File: config.mk
export PLATFORM = sky130hd
export DESIGN_NAME = step_envelope
export DESIGN_NICKNAME = d
export VERILOG_FILES = /design/src/rtl/env_pkg.sv /design/src/rtl/tick_divider.sv /design/src/rtl/step_envelope.sv
export SDC_FILE = /design/constraint.sdc
export NUM_CORES = 1
export LEC_CHECK = 0
export CAP_MARGIN = 10
export CORE_MARGIN = 5
export CORE_UTILIZATION = 35
export DETAILED_ROUTE_END_ITERATION = 16
export PLACE_DENSITY = 0.68
export REMOVE_ABC_BUFFERS = 1
export SLEW_MARGIN = 20
export SYNTH_ARGS = -nofsm -noshare
export SYNTH_HDL_FRONTEND = slang
export SYNTH_SLANG_ARGS = --single-unit
File: constraint.sdc
create_clock -name clk -period 7.3 [get_ports clk]
set_input_delay 0.73 -clock clk [delete_from_list [all_inputs] [get_ports clk]]
set_output_delay 0.73 -clock clk [all_outputs]
set_load 0.1 [all_outputs]
File: src/rtl/env_pkg.sv
`default_nettype none
// =============================================================================
// env_pkg
// Shared state encoding and level helpers for the step envelope generator.
// Revision: 1.0
// =============================================================================
package env_pkg;

    typedef enum logic [1:0] {
        ENV_IDLE   = 2'd0,
        ENV_ATTACK = 2'd1,
        ENV_DECAY  = 2'd2
    } env_state_t;

    // Full-scale level for a given level width (valid for widths up to 31).
    function automatic int unsigned level_max(input int unsigned width);
        return (32'd1 << width) - 32'd1;
    endfunction

endpackage
`default_nettype wire

File: src/rtl/tick_divider.sv
`default_nettype none
// =============================================================================
// tick_divider
// Free-running prescaler emitting a one-cycle tick every PRESCALE clocks.
// Revision: 1.0
// =============================================================================
module tick_divider #(
    parameter int PRESCALE = 64
) (
    input  logic clk,
    input  logic rst,
    input  logic restart,
    output logic tick
);

    localparam int CW = (PRESCALE > 1) ? $clog2(PRESCALE) : 1;
    localparam logic [CW-1:0] c_last = CW'(PRESCALE - 1);

    logic [CW-1:0] r_count;

    always_ff @(posedge clk or posedge rst) begin
        if (rst) begin
            r_count <= '0;
        end else if (restart || (r_count == c_last)) begin
            r_count <= '0;
        end else begin
            r_count <= r_count + CW'(1);
        end
    end

    // A restart cycle never ticks, so the first tick lands PRESCALE clocks later.
    assign tick = (r_count == c_last) && !restart;

endmodule
`default_nettype wire

File: src/rtl/step_envelope.sv
`default_nettype none
// =============================================================================
// step_envelope
// Attack/decay envelope triggered by the rotating step pattern.
// Revision: 1.0
// =============================================================================
module step_envelope
    import env_pkg::*;
#(
    parameter int WIDTH    = 8,
    parameter int PRESCALE = 64,
    parameter int RETRIG   = 0
) (
    input  logic             clk,
    input  logic             rst,
    input  logic             step,
    input  logic             gate_in,
    input  logic [WIDTH-1:0] attack_inc,
    input  logic [WIDTH-1:0] decay_dec,
    output logic [WIDTH-1:0] level,
    output logic             busy,
    output logic             trig_out
);

    localparam logic [WIDTH:0] c_level_max = (WIDTH+1)'(level_max(WIDTH));
    localparam logic           c_retrig    = (RETRIG != 0);

    env_state_t       r_state;
    env_state_t       w_state_next;
    logic [WIDTH-1:0] r_level;
    logic [WIDTH-1:0] w_level_next;
    logic             r_prev_gate;
    logic             r_trig_out;
    logic             w_trig;
    logic             w_tick;
    logic [WIDTH:0]   w_sum;
    logic [WIDTH-1:0] w_dec;

    assign w_trig = step & gate_in & (c_retrig | ~r_prev_gate);

    tick_divider #(
        .PRESCALE (PRESCALE)
    ) u_tick_divider (
        .clk     (clk),
        .rst     (rst),
        .restart (w_trig),
        .tick    (w_tick)
    );

    // Trigger wins over a coincident tick; a retrigger keeps the current level.
    always_comb begin
        w_state_next = r_state;
        w_level_next = r_level;
        w_sum        = {1'b0, r_level} + {1'b0, attack_inc};
        w_dec        = (decay_dec == '0) ? WIDTH'(1) : decay_dec;
        if (w_trig) begin
            w_state_next = ENV_ATTACK;
        end else if (w_tick) begin
            case (r_state)
                ENV_ATTACK: begin
                    if ((attack_inc == '0) || (w_sum >= c_level_max)) begin
                        w_level_next = c_level_max[WIDTH-1:0];
                        w_state_next = ENV_DECAY;
                    end else begin
                        w_level_next = w_sum[WIDTH-1:0];
                    end
                end
                ENV_DECAY: begin
                    if (r_level <= w_dec) begin
                        w_level_next = '0;
                        w_state_next = ENV_IDLE;
                    end else begin
                        w_level_next = r_level - w_dec;
                    end
                end
                default: begin
                    w_level_next = '0;
                    w_state_next = ENV_IDLE;
                end
            endcase
        end
    end

    always_ff @(posedge clk or posedge rst) begin
        if (rst) begin
            r_state     <= ENV_IDLE;
            r_level     <= '0;
            r_prev_gate <= 1'b0;
            r_trig_out  <= 1'b0;
        end else begin
            r_state    <= w_state_next;
            r_level    <= w_level_next;
            r_trig_out <= w_trig;
            if (step) begin
                r_prev_gate <= gate_in;
            end
        end
    end

    assign level    = r_level;
    assign busy     = (r_state != ENV_IDLE);
    assign trig_out = r_trig_out;

endmodule
`default_nettype wire
# == Yosys cells after proc, flatten, opt, wreduce, memory -nomap -nowiden ==
# Cells that the tools add are included.
# word_totals
register_bits,18
out_inout_bits,10
wordCells,39
# op_classes
n_addsub,3
n_lt_le_gt_ge,2
eq_ne,5
n_mux,10
bitwise,4
n_reduce_logical,10
# op_table
operator,n
$mux 8,3
$logic_not 8->1,2
$pmux 8 s2,1
$add 8x8->9,1
$ge 9x8->1 const B,1
$le 8x8->1,1
$mux 2,4
$sub 8x8->8,1
$add 6x1->6 const B,1
$eq 6x6->1 const B,1
$mux 6,1
$ne 3x2->1 const B,2
$pmux 2 s2,1
$reduce_bool 2->1,2
$reduce_and 3->1,1
$and 1x1->1,2
$eq 2x1->1 const B,1
$eq 2x2->1 const B,1
$logic_or 1x1->1,2
$not 1->1,2
$reduce_and 2->1,1
$logic_and 1x1->1,1
$logic_not 1->1,1

# == Longest topological paths before layout ==
# Gate-level depths: netlist of run 1.
# logic_depth
depth_word,7
ltp_mapped,11
depth_no_buf,11

# == Modules after synthesis ==
# Synthesis of run 1 repeated with hierarchy kept, for this count alone.
# unflattened
cells_unflattened,199
area_unflattened_um2,1741.7
# modules_own_cells
module,n_inst,cells_per_inst,area_per_inst_um2
step_envelope,1,173,1467.7
tick_divider,1,26,274.0

# == Worst setup path before layout of run 1 ==
# OpenSTA, ideal clock, no wires.
# synth_path
path_kind,register to register
startpoint,register r_level[0] (netlist: level[0])
endpoint,register r_state[0]
setup_ns,0.126
arrival_ns,3.097
slack_ns,4.077
stages_incl_launch_ff,9
path_buffers,0
synth_period_minus_slack_ns,3.223
path_cell_list,dfrtp_1 > ha_1 > inv_1 > fa_1 > xnor2_1 > o2111ai_1 > or3_1 > or4_4 > a221o_1
# synth_via
elab_chain_len,5
# synth_lines
element,line_no,rtl
from (decl),step_envelope.sv:30,logic [WIDTH-1:0] r_level;
from (signal assigned),step_envelope.sv:92,r_level <= w_level_next;
$add 8x8->9,step_envelope.sv:54,"w_sum = {1'b0, r_level} + {1'b0, attack_inc};"
$ge 9x8->1,step_envelope.sv:61,if ((attack_inc == '0) || (w_sum >= c_level_max)) begin
$logic_or 1x1->1,step_envelope.sv:61,
$ne 3x2->1 (no source line),n/a,
$reduce_and 3->1 (no source line) *,n/a,
to (signal assigned),step_envelope.sv:91,r_state <= w_state_next;
to (decl),step_envelope.sv:28,env_state_t r_state;
# Every way passes the cells marked *; elsewhere a longest branch is shown, timed or not.
# A chain may end at the register's enable or synchronous reset.

# == Final worst setup path of run 1 ==
# layout_path
startpoint,input decay_dec[5]
endpoint,register r_state[1]
# layout_via
elab_chain_len,5
# layout_lines
element,line_no,rtl
from (decl),step_envelope.sv:19,"input logic [WIDTH-1:0] decay_dec,"
$logic_not 8->1,step_envelope.sv:55,w_dec = (decay_dec == '0) ? WIDTH'(1) : decay_dec;
$mux 8 *,step_envelope.sv:55,
$le 8x8->1 *,step_envelope.sv:69,if (r_level <= w_dec) begin
$ne 3x2->1 (no source line) *,n/a,
$reduce_and 3->1 (no source line) *,n/a,
# Marks and branches as above.

==> run summary, run 1 <==
Ports = 30
Routability cong. = 0.874
Iter 0 DRT Violations = 60
Clk slew on worst S/H paths = 0.07 ns
Fin util = 45.9%
HPWL after detailed placement = 3200 um
Total length of routed wires = 3830 um
Commonest non-fill, non-tap cell in the layout = clkdlybuf4s50_1
Pleak = 0.959 nW
Crit end category = flip-flop
CTS tree = done
Die ar. = 6130 sq um
Fmax = 295 MHz
CP max stage delay = 0.42 ns
CTS Sinks = 18
Worst path bufs/invs = 2
Clk_skew = 0.00239 ns
Tmin final = 3.39 ns
Final Setup Violations = 0
Row count = 24
Hold Violations, Final = 0
Clk root buf = clkbuf_8
Period utilisation layout = 46.4%
Crit-path cells = clkdlybuf4s50_1, nor4_1, a41o_1, ha_1, inv_1, fa_1, a211oi_1, o21ai_0, and3b_1, or2_2, mux2i_1, a211oi_1
Cell type group with the largest total delay on the critical path = compound AO/OA/AOI/OAI gates
Core Area = 4440 sq um
Total grt overflow = 0
Antenna viol nets, final = 0
Die W = 78.3 um
Share of cells above drive strength 1 = 5.94%
Most used cell, CP = a211oi_1
Final-report max-slew violation count = 0
First-pass GRT wire length = 6560 um
Antenna violations before repair = 0
Hold buffers post-CTS = 0
Num CTS Buffers = 3
Clk_lat worst skew = 0.25 ns
Unrepaired setup endpoints after global routing = false
CP max stage cell = clkdlybuf4s50_1
Mean Syn Cell Area = 8.73 sq um
WL/cell = 14.1 um
Cell Area, Synth = 1630 sq um
Yosys top cell area share = 27.6%
Max Cap Viol = 0
Post-synth ARST share = 100%
FF-to-FF setup slack = 4.56 ns
Number of synthesized flops with an enable pin = 0
Worst-margin pin slew = 0.970 ns
Crit path to = r_state[1]$_DFFE_PP0P_
Via density = 5.33
Arr. time, crit path = 3.55 ns
Die H = 78.3 um
Min-Delay Path Class = flip-flop to flip-flop
Htree depth = 1
Seq/Total Area, Yosys = 27.6%
Number of port buffers = 29
Vias = 1444
Ys flop type = dfrtp_1
Yosys cell types = 43
Pwr dens = 133 nW/um^2
GR Util All Layers = 13.0%
Setup TNS Final = 0 ns
Post-Syn Instances = 187
# DRC = 0
Fillers = 457
Relative slew slack = 35.1%
Clock buffer depth = 2
Resize count post-CTS = 0
WP depth = 12
Drt pass-1 iters = 4
Worst reg2reg path endpoint = r_state[0]$_DFFE_PP0P_
R2r worst-path depth = 8
CP startpoint kind = primary input
Initial core utilization = 36.7%
Largest net degree at the start of global routing = 19
Antenna diode count = 0
Worst IR Drop VDD = 0.0524 mV
Critical path class = primary input to flip-flop
Area growth, synth to finish = 24.9%
Yosys warns = 0
Top fanout value on the critical path = 4
Vias in the first global route = 1428
Crit Reg-Reg Startpoint = level[0]$_DFFE_PP0P_
Area contributors post-synth = dfrtp_1, ha_1, inv_1
CP required = 7.46 ns
Biggest area consumer among synthesized cells = dfrtp_1
Worst Hold Depth = 1
Setup bufs post-CTS = 0
Final-stage net count = 262
Synth Register Bits = 18
Worst Setup SP = decay_dec[5]
Most frequent cells in the layout = clkdlybuf4s50_1, inv_1, nor2_1, ha_1, dfrtp_1
Run status = finished, final reports clean
layer usage:
metal  up-vias  GRT usage (%)  wire length (um)
met2        34           21.1              1730
met5         -              0                 0
li1        739              -                 -
met4         0           4.02                53
met1       665           18.0              1840
met3         6           1.60               204
worst reg2reg max path, cell delays in order, from the launching register on:
cell and delay [ns]:
dfrtp_1 0.43, ha_1 0.20, inv_1 0.05, fa_1 0.39
xnor2_1 0.24, o2111ai_1 0.14, or3_1 0.36, or4_4 0.50
a221o_1 0.32
power by group:
part | internal [mW] | switching (mW)
combinational | 0.0330 | 0.0338
clock | 0.0479 | 0.0333
sequential | 0.113 | 0.0107
cell usage after synthesis, types with 3 or more instances:
| master | number |
|---|---|
| a21o_1 | 3 |
| a21oi_1 | 9 |
| a22oi_1 | 3 |
| dfrtp_1 | 18 |
| ha_1 | 20 |
| inv_1 | 21 |
| nand2_1 | 9 |
| nand3_1 | 4 |
| nor2_1 | 20 |
| nor2b_1 | 4 |
| nor4_1 | 4 |
| o21ai_0 | 14 |
| o221ai_1 | 3 |
| or2_2 | 3 |
| xnor2_1 | 8 |
| xor2_1 | 6 |
cell families after synthesis:
kind of cell | Yosys count | share of synthesized area, %
and+or+nand+nor | 56 | 17.3
AOI/OAI and AO/OA | 52 | 22.8
buffers and inverters | 22 | 5.06
adders and majority gates | 22 | 17.8
DFF | 18 | 27.6
xor gates and xnor gates | 14 | 7.51
muxes | 3 | 1.92
through the flow:
stage / std cells / setup slack [ns] / area (sq um) / hold WS, ns / power (mW)
2_1_floorplan: 186 / 4.08 / 1630 / 0.433 / 0.170
3_3_place_gp: 267 / 3.71 / 1980 / 0.454 / 0.191
5_1_grt: 271 / 3.69 / 2040 / 0.494 / 0.288
4_1_cts: 271 / 3.93 / 2040 / 0.468 / 0.273
6_report: 271 / 3.91 / 2040 / 0.463 / 0.271
3_5_place_dp: 267 / 3.67 / 1980 / 0.458 / 0.192
flip-flops by register name, summed over array words and instances, names as in the netlist:
register,cells
level,8
u_tick_divider.r_count,6
r_state,2
trig_out,1
r_prev_gate,1
worst min-delay path by stage:
stage,from,slack [ns],to
after CTS,u_tick_divider.r_count[0]$_DFF_PP0_,0.47,u_tick_divider.r_count[0]$_DFF_PP0_
after global placement,u_tick_divider.r_count[0]$_DFF_PP0_,0.45,u_tick_divider.r_count[0]$_DFF_PP0_
final,u_tick_divider.r_count[0]$_DFF_PP0_,0.46,u_tick_divider.r_count[0]$_DFF_PP0_
after detailed placement,u_tick_divider.r_count[0]$_DFF_PP0_,0.46,u_tick_divider.r_count[0]$_DFF_PP0_
after global routing,u_tick_divider.r_count[0]$_DFF_PP0_,0.49,u_tick_divider.r_count[0]$_DFF_PP0_
after floorplan,u_tick_divider.r_count[0]$_DFF_PP0_,0.43,u_tick_divider.r_count[0]$_DFF_PP0_
layout make-up:
class                           instances  area (sq um)  area share (%)
Multi-Input combinational cell        147          1100            53.9
Sequential cell                        18           450            22.1
Timing Repair Buffer                   29           290            14.2
Inverter                               21          78.8            3.87
Tap cell                               52          65.1            3.19
Clock buffer                            4          55.1            2.70
Power figures use the tool's default switching activity.
==> inputs of run 2 (changes only) <==
- PLACE_DENSITY: 0.68 -> 0.7
- clock period: 7.3 -> 2.8 ns (I/O delays scaled with it)
==> run 2 against run 1 <==
Net effect: hold slack worse by 0.044 ns; power grew to 2.7 times the previous value; non-clock buffer count increased by 18; final cell count up 6.6%; largest power group unchanged; die area is the same.
==> run summary, run 2 (synthesized netlist as in run 1, its figures left out) <==
# DRC = 0
Clock buffer depth = 2
Multi-input gate area = 1130 sq um
Top fanout value on the critical path = 4
Number of port buffers = 29
Antenna violations before repair = 0
Hold Violations, Final = 0
Most frequent cells in the layout = buf_4, inv_1, nor2_1
WL/cell = 13.4 um
Clk slew on worst S/H paths = 0.07 ns
Iter 0 DRT Violations = 64
Pwr dens = 331 nW/um^2
Via density = 5.19
First-pass GRT wire length = 6540 um
CP startpoint kind = primary input
Non-filler instance count after layout = 289
Total grt overflow = 0
Vias in the first global route = 1431
Num CTS Buffers = 3
Clk_lat worst skew = 0.26 ns
Antenna viol nets, final = 0
Final-stage net count = 280
Register area = 450 sq um
GR Util All Layers = 13.1%
Row count = 24
Min-Delay Path Class = primary input to asynchronous set/reset pin
Dpl cells = 284
WHS = 0.419 ns
Worst reg2reg path endpoint = r_state[0]$_DFFE_PP0P_
Clk_skew = 0.00140 ns
CTS Sinks = 18
Total length of routed wires = 3870 um
Ports = 30
HPWL after detailed placement = 3260 um
Htree depth = 1
Crit end category = flip-flop
Die W = 78.3 um
Final Setup Violations = 0
Die H = 78.3 um
Final-report max-slew violation count = 0
Max reg flops = 8
Die ar. = 6130 sq um
Crit Reg-Reg Startpoint = level[0]$_DFFE_PP0P_
Pleak = 1.07 nW
Relative slew slack = 54.9%
Initial core utilization = 36.7%
CTS tree = done
Period utilisation layout = 97.3%
CP required = 2.93 ns
Share of cells above drive strength 1 = 20.3%
Fmax = 367 MHz
Largest net degree at the start of global routing = 19
Tmin final = 2.72 ns
Area growth, synth to finish = 33.5%
Worst Setup SP = decay_dec[6]
Worst IR Drop VDD = 0.137 mV
Max Cap Viol = 0
Run status = finished, final reports clean
Fillers = 409
Vias = 1500
Commonest non-fill, non-tap cell in the layout = buf_4
R2r worst-path depth = 8
Critical path class = primary input to flip-flop
Arr. time, crit path = 2.85 ns
Core Area = 4440 sq um
Worst-margin pin slew = 0.676 ns
Antenna diode count = 0
Drt pass-1 iters = 4
FF-to-FF setup slack = 0.21 ns
Clk root buf = clkbuf_8
Routability cong. = 0.883
-- run 2: where the power goes --
group | switching (mW) | leakage (nW) | total, mW | internal [mW]
registers | 0.0276 | 0.237 | 0.322 | 0.294
logic | 0.0924 | 0.808 | 0.188 | 0.0952
clock network | 0.0864 | 0.0288 | 0.211 | 0.125
-- run 2: how the worst max path moves through the flow --
stage / slack, ns / cells after the start / endpoint
2_1_floorplan: -0.42 / 8 / r_state[0]$_DFFE_PP0P_
3_3_place_gp: -0.30 / 11 / r_state[0]$_DFFE_PP0P_
3_5_place_dp: -0.37 / 12 / r_state[1]$_DFFE_PP0P_
4_1_cts: -0.007 / 12 / r_state[1]$_DFFE_PP0P_
5_1_grt: -0.008 / 12 / level[1]$_DFFE_PP0P_
6_report: 0.08 / 12 / level[1]$_DFFE_PP0P_
-- run 2: layout make-up --
| type | instances | share of cell area, % |
|---|---|---|
| Clock buffer | 4 | 2.53 |
| Inverter | 21 | 3.62 |
| Multi-Input combinational cell | 147 | 51.8 |
| Sequential cell | 18 | 20.7 |
| Tap cell | 52 | 2.99 |
| Timing Repair Buffer | 47 | 18.4 |
-- run 2: metal layers --
| layer | vias to the layer above | share of wire [%] | global-route usage, % |
|---|---|---|---|
| met3 | 5 | 3.4 | 1.49 |
| met5 | - | 0 | 0 |
| met4 | 0 | 1.6 | 4.72 |
| li1 | 780 | - | - |
| met1 | 693 | 49 | 18.0 |
| met2 | 22 | 46 | 21.3 |
-- run 2: what timing repair did --
action / 4_1_cts / 5_1_grt
hold buffers: 0 / 0
cloned: 0 / 0
pin swaps: 0 / 7
resized for setup: 3 / 6
setup buffers: 0 / 1
endpoints found under the setup margin: 3 / 6
-- run 2: worst max-delay path: stages --
cell             delay (ns)
clkdlybuf4s50_1        0.43
nor4_2                 0.26
a41o_1                 0.20
ha_2                   0.18
inv_1                  0.06
fa_2                   0.35
a211oi_2               0.26
o21ai_1                0.08
and3b_2                0.23
and3_1                 0.23
a22oi_1                0.17
o21ai_0                0.13
-- run 2: per-stage QoR --
step           instance area (sq um)  total power [mW]  setup WS, ns  setup TNS [ns]  utilization [%]
5_1_grt                         2180             0.766      -0.00823        -0.00823             49.0
2_1_floorplan                   1630             0.442        -0.423          -0.692                -
3_3_place_gp                    2090             0.507        -0.304           -1.47             47.0
6_report                        2180             0.721        0.0757               0             49.0
4_1_cts                         2160             0.725      -0.00697        -0.00697             48.6
3_5_place_dp                    2090             0.511        -0.370           -1.78             47.0
